$ cat src/rtl/tx_arb_pkg.sv
// Shared types and default constants for the UART transmit arbiter.
// TX_ARB_GAP_EN adds the post-message GAP state.
package tx_arb_pkg;

    localparam int N_REQ_DEF      = 4;
    localparam int GAP_CYCLES_DEF = 15000;

`ifdef TX_ARB_GAP_EN
    typedef enum logic [1:0] {
        IDLE = 2'd0,
        SEND = 2'd1,
        ACK  = 2'd2,
        GAP  = 2'd3
    } state_t;
`else
    typedef enum logic [1:0] {
        IDLE = 2'd0,
        SEND = 2'd1,
        ACK  = 2'd2
    } state_t;
`endif

endpackage

$ cat src/rtl/uart_tx_arbiter_rr_arbiter.sv
// Combinational round-robin picker: searches from the index after
// ptr (last winner), wrapping, and returns a one-hot winner.
module rr_arbiter #(
    parameter int N  = 4,
    parameter int PW = 2
) (
    input  logic [N-1:0]  req,
    input  logic [PW-1:0] ptr,
    output logic [N-1:0]  win
);

    logic          found;
    logic [PW-1:0] idx;

    always_comb begin
        win   = '0;
        found = 1'b0;
        idx   = '0;
        for (int k = 1; k <= N; k++) begin
            idx = PW'((int'(ptr) + k) % N);
            if (!found && req[idx]) begin
                win[idx] = 1'b1;
                found    = 1'b1;
            end
        end
    end

endmodule

$ cat src/rtl/uart_tx_arbiter.sv
// Round-robin arbiter feeding whole messages from N_REQ byte sources
// to one UART transmitter. Define TX_ARB_GAP_EN for the idle gap.
module uart_tx_arbiter
    import tx_arb_pkg::*;
#(
    parameter int N_REQ      = N_REQ_DEF,
    parameter int GAP_CYCLES = GAP_CYCLES_DEF
) (
    input  logic               clk,
    input  logic               rst,
    input  logic [N_REQ-1:0]   req_valid,
    input  logic [N_REQ*8-1:0] req_data,
    input  logic [N_REQ-1:0]   req_last,
    output logic [N_REQ-1:0]   req_ack,
    output logic [N_REQ-1:0]   grant,
    output logic [7:0]         word,
    output logic               connection_status,
    input  logic               transmit_ready,
    output logic               busy
);

    localparam int PW = $clog2(N_REQ);

    state_t           state, state_n;
    logic [N_REQ-1:0] grant_n, win;
    logic [PW-1:0]    ptr, ptr_n, win_idx;
    logic             last_q, last_n;
    logic             sel_valid, sel_last, take;
    logic [7:0]       sel_data;

`ifdef TX_ARB_GAP_EN
    localparam int CW = (GAP_CYCLES > 0) ?
                        $clog2(GAP_CYCLES + 1) : 1;
    logic [CW-1:0] cnt, cnt_n;
`endif

    rr_arbiter #(
        .N  (N_REQ),
        .PW (PW)
    ) u_rr (
        .req (req_valid),
        .ptr (ptr),
        .win (win)
    );

    always_comb begin
        sel_data  = 8'h00;
        sel_valid = 1'b0;
        sel_last  = 1'b0;
        win_idx   = '0;
        for (int i = 0; i < N_REQ; i++) begin
            if (grant[i]) begin
                sel_data  = req_data[8*i +: 8];
                sel_valid = req_valid[i];
                sel_last  = req_last[i];
            end
            if (win[i]) begin
                win_idx = PW'(i);
            end
        end
    end

    assign busy              = (state != IDLE);
    assign connection_status = (state == SEND) && sel_valid;
    assign word              = (state == SEND) ? sel_data : 8'h00;
    assign req_ack           = (state == ACK) ? grant : '0;
    assign take              = connection_status && transmit_ready;

    // Pointer resets to the top index so requester 0 wins first.
    always_ff @(posedge clk or posedge rst) begin
        if (rst) begin
            state  <= IDLE;
            grant  <= '0;
            ptr    <= PW'(N_REQ - 1);
            last_q <= 1'b0;
        end else begin
            state  <= state_n;
            grant  <= grant_n;
            ptr    <= ptr_n;
            last_q <= last_n;
        end
    end

`ifdef TX_ARB_GAP_EN
    always_ff @(posedge clk or posedge rst) begin
        if (rst) begin
            cnt <= '0;
        end else begin
            cnt <= cnt_n;
        end
    end
`endif

    always_comb begin
        state_n = state;
        grant_n = grant;
        ptr_n   = ptr;
        last_n  = last_q;
`ifdef TX_ARB_GAP_EN
        cnt_n   = cnt;
`endif
        unique case (state)
            IDLE: begin
                if (|req_valid) begin
                    grant_n = win;
                    ptr_n   = win_idx;
                    state_n = SEND;
                end
            end
            SEND: begin
                if (take) begin
                    last_n  = sel_last;
                    state_n = ACK;
                end
            end
            ACK: begin
                if (last_q) begin
                    grant_n = '0;
`ifdef TX_ARB_GAP_EN
                    if (GAP_CYCLES > 0) begin
                        cnt_n   = CW'(GAP_CYCLES);
                        state_n = GAP;
                    end else begin
                        state_n = IDLE;
                    end
`else
                    state_n = IDLE;
`endif
                end else begin
                    state_n = SEND;
                end
            end
`ifdef TX_ARB_GAP_EN
            GAP: begin
                cnt_n = cnt - CW'(1);
                if (cnt <= CW'(1)) begin
                    state_n = IDLE;
                end
            end
`endif
            default: state_n = IDLE;
        endcase
    end

endmodule

$ cat config.mk
export PLATFORM = sky130hd
export DESIGN_NAME = uart_tx_arbiter
export DESIGN_NICKNAME = d
export VERILOG_FILES = /design/src/rtl/tx_arb_pkg.sv /design/src/rtl/uart_tx_arbiter_rr_arbiter.sv /design/src/rtl/uart_tx_arbiter.sv
export SDC_FILE = /design/constraint.sdc
export NUM_CORES = 1
export LEC_CHECK = 0
export ABC_AREA = 1
export CAP_MARGIN = 10
export CELL_PAD_IN_SITES_DETAIL_PLACEMENT = 0
export CELL_PAD_IN_SITES_GLOBAL_PLACEMENT = 1
export CORE_MARGIN = 3
export CORE_UTILIZATION = 29
export CTS_BUF_LIST = sky130_fd_sc_hd__clkbuf_2
export DETAILED_ROUTE_END_ITERATION = 16
export PLACE_DENSITY = 0.94
export SLEW_MARGIN = 20
export SYNTH_ARGS = -nofsm -noshare
export SYNTH_HDL_FRONTEND = slang
export SYNTH_HIERARCHICAL = 1
export SYNTH_SLANG_ARGS = --single-unit
$ cat constraint.sdc
create_clock -name clk -period 2.9 [get_ports clk]
set_input_delay 0.58 -clock clk [delete_from_list [all_inputs] [get_ports clk]]
set_output_delay 0.58 -clock clk [all_outputs]
set_load 0.02 [all_outputs]
==> impl_metrics.env <==
export IMPL_outcome="finished clean"
export IMPL_cp_data_arrival_time_ns=2.06
export IMPL_cts_hold_buf=0
export IMPL_areaGrowthSynthToFinish_pct=53.67
export IMPL_rows=23
export IMPL_finalSetupViolations=0
export IMPL_grt_pass1_wl_um=6168
export IMPL_cpMaxStageDelayCell="clkdlybuf4s50_1"
export IMPL_leakage_nw=0.9030
export IMPL_p_seq_share_pct=15.6
export IMPL_drc_errors=0
export IMPL_cts_tree="done"
export IMPL_cts_sinks=9
export IMPL_grt_pass1_vias=1305
export IMPL_diodes=0
export IMPL_gp_congestion=0.8420
export IMPL_hp_class="register to register"
export IMPL_power_total_mw=1.746
export IMPL_worstPathRequired_ns=2.32
export IMPL_fin_nets=316
export IMPL_p_int_mw=0.7782
export IMPL_maxCapViolations=0
export IMPL_io_pins=61
export IMPL_dieWidth_um=71.52
export IMPL_share_comb_of_total_power_pct=79.9
export IMPL_path_cells="clkdlybuf4s50_1 > nand3_1 > nand2_1 > o21ai_1 > a21oi_1 > clkdlybuf4s50_1"
export IMPL_path_buf_inv=2
export IMPL_drt_total_wl_um=3927
export IMPL_start_kind="input port"
export IMPL_clk_pin_slew_ns=0.09
export IMPL_critPathMaxStageDelay_ns=0.62
export IMPL_worstSetupPathType="input port to output pin"
export IMPL_critPathTopFamily="buffers and inverters"
export IMPL_vias=1471
export IMPL_ir_worst_vdd_v=0.0003929
export IMPL_wire_per_inst_um=12.51
export IMPL_yosysWarningCount=6
export IMPL_tns_ns=0
export IMPL_grt_ovfl_total=0
export IMPL_ant_nets=0
export IMPL_cpMostUsedCell="clkdlybuf4s50_1"
export IMPL_grt_use_total_pct=14.91
export IMPL_synth_avg_cell_area_sq_um=6.163
export IMPL_synth_cell_type_count=22
export IMPL_die_y_um=71.52
export IMPL_fmax_ghz=0.3784
export IMPL_synthTopCellsByArea="nand3_1, dfrtp_1, nand2_1, ha_1, a21oi_1"
export IMPL_synth_seq_cells=9
export IMPL_seq_area_frac_synth_pct=18.29
export IMPL_numCtsBuffers=3
export IMPL_p_sw_share_pct=55.42
export IMPL_p_switching_mw=0.9674
export IMPL_clockBufferDepth=2
export IMPL_crit_path_end_kind="output pin"
export IMPL_clk_latency_ns=0.24
export IMPL_fin_area_sq_mm=0.001913
export IMPL_netlist_instances=202
export IMPL_synth_area_leader_cell="nand3_1"
export IMPL_layout_common_cells="clkdlybuf4s50_1, nand2_1, nand3_1"
export IMPL_grt_max_degree=21
export IMPL_die_area_sq_mm=0.005115
export IMPL_core_sq_mm=0.004058
export IMPL_antenna_found_initial=0
export IMPL_maxSlewViolCount=0
export IMPL_syn_nets=253
export IMPL_rsz0062_at_grt="false"
export IMPL_clock_root_buffer="clkbuf_2"
export IMPL_hold_viol=0
export IMPL_hpwl_um=3163
export IMPL_slew_headroom_pct=72.65
export IMPL_drive_gt1_share_pct=13.26
export IMPL_place_area_sq_mm=0.001891
export IMPL_finalCritPeriodShare_pct=91.12
export IMPL_worst_pin_slew_ns=0.4102
export IMPL_crit_fanout=1
export IMPL_drt_pass1_iterations=4
export IMPL_pwr_share_clk_pct=4.5
export IMPL_synth_top_area_share_pct=16.48
export IMPL_syn_cell_area_sq_mm=0.001245
export IMPL_vias_per_cell=4.685
export IMPL_fillers=408
export IMPL_fin_crit_ns=2.642
export IMPL_dr_first_iter_drc_count=92
export IMPL_initial_core_util_pct=30.68
export IMPL_portBuffers=60
export IMPL_layout_commonest_cell="clkdlybuf4s50_1"
export IMPL_skew_ns=0.004638
export IMPL_cts_htree_levels=1
export IMPL_p_per_area_mw_per_mm2=912.5
## state kept, by name (all words and copies together) (netlist names)
register / flops
grant: 4
ptr: 2
state: 2
last_q: 1
## worst reg2reg max path: stages (launching register included)
cell and delay, ns:
dfstp_2 0.69, inv_2 0.17, ha_1 0.36, inv_1 0.10, nand3_2 0.14, nand2_4 0.12
nand2_4 0.06, nor2_4 0.13, nand2_1 0.06, nand3_1 0.07, nand3_1 0.10, o211ai_1 0.17
## power by group through the flow
stage                     registers [mW]  clock network [mW]  logic (mW)
after floorplan                    0.267                   0       0.963
after global placement             0.271                   0        1.39
after detailed placement           0.274                   0        1.39
after CTS                          0.272              0.0802        1.40
after global routing               0.281              0.0895        1.55
final                              0.273              0.0789        1.39
## layout make-up
| cell class | count | area, sq um | area share (%) |
|---|---|---|---|
| clock buffers | 4 | 20.02 | 1.046 |
| repair buffers | 65 | 640.6 | 33.49 |
| flip-flops and latches | 9 | 227.7 | 11.90 |
| well taps | 50 | 62.56 | 3.270 |
| inverters | 25 | 93.84 | 4.905 |
| multi-input cells | 161 | 868.3 | 45.39 |
## metrics by stage
stage / std cells / setup slack (ns) / hold slack [ns] / utilization, %
after detailed placement: 310 / 0.1153 / 0.5089 / 46.59
after floorplan: 202 / 0.9150 / 0.4065 / -
after CTS: 314 / 0.1153 / 0.5325 / 47.09
after global routing: 314 / 0.1314 / 0.5486 / 47.15
after global placement: 310 / 0.1155 / 0.5116 / 46.59
final: 314 / 0.2575 / 0.5332 / 47.15
## cell usage after synthesis, drive strengths merged
master	n
dfrtp	7
a21oi	18
o211ai	1
or2	1
inv	25
nor2	12
nand2	56
dfstp	2
o21ai	21
ha	8
buf	7
nand3	44
## routing by layer
layer  part of all wire [%]  vias to the layer above  GRT usage (%)
li1                       -                      792              -
met5                      0                        -              0
met2                     49                       34          24.08
met3                    5.7                        0          3.086
met1                     46                      645          21.13
met4                      0                        0          1.670
## cell families after synthesis
family / Yosys count / share of synthesized area (%)
fa+ha+maj: 8 / 8.041
buf+inv: 32 / 11.96
flops: 9 / 18.29
simple gates: 113 / 45.13
compound gates: 40 / 16.58
## repair_timing
item / in CTS / in global routing
setup endpoints to repair: 0 / 1
setup buffers: 0 / 0
resized for setup: 0 / 1
## path summary, 6_finish.rpt
| path | from | slack (ns) | endpoint | cells after the start |
|---|---|---|---|---|
| setup reg to reg | ptr[0] | 0.63 | ptr[0] | 11 |
| max in group asynchronous | rst | 2.01 | ptr[1] | 2 |
| hold / removal | last_q | 0.53 | last_q | 2 |
| setup / recovery | req_data[7] | 0.26 | word[7] | 6 |
| hold reg to reg | last_q | 0.53 | last_q | 2 |
| min in group asynchronous | rst | 0.59 | state[1] | 2 |
Power figures use the tool's default switching activity.
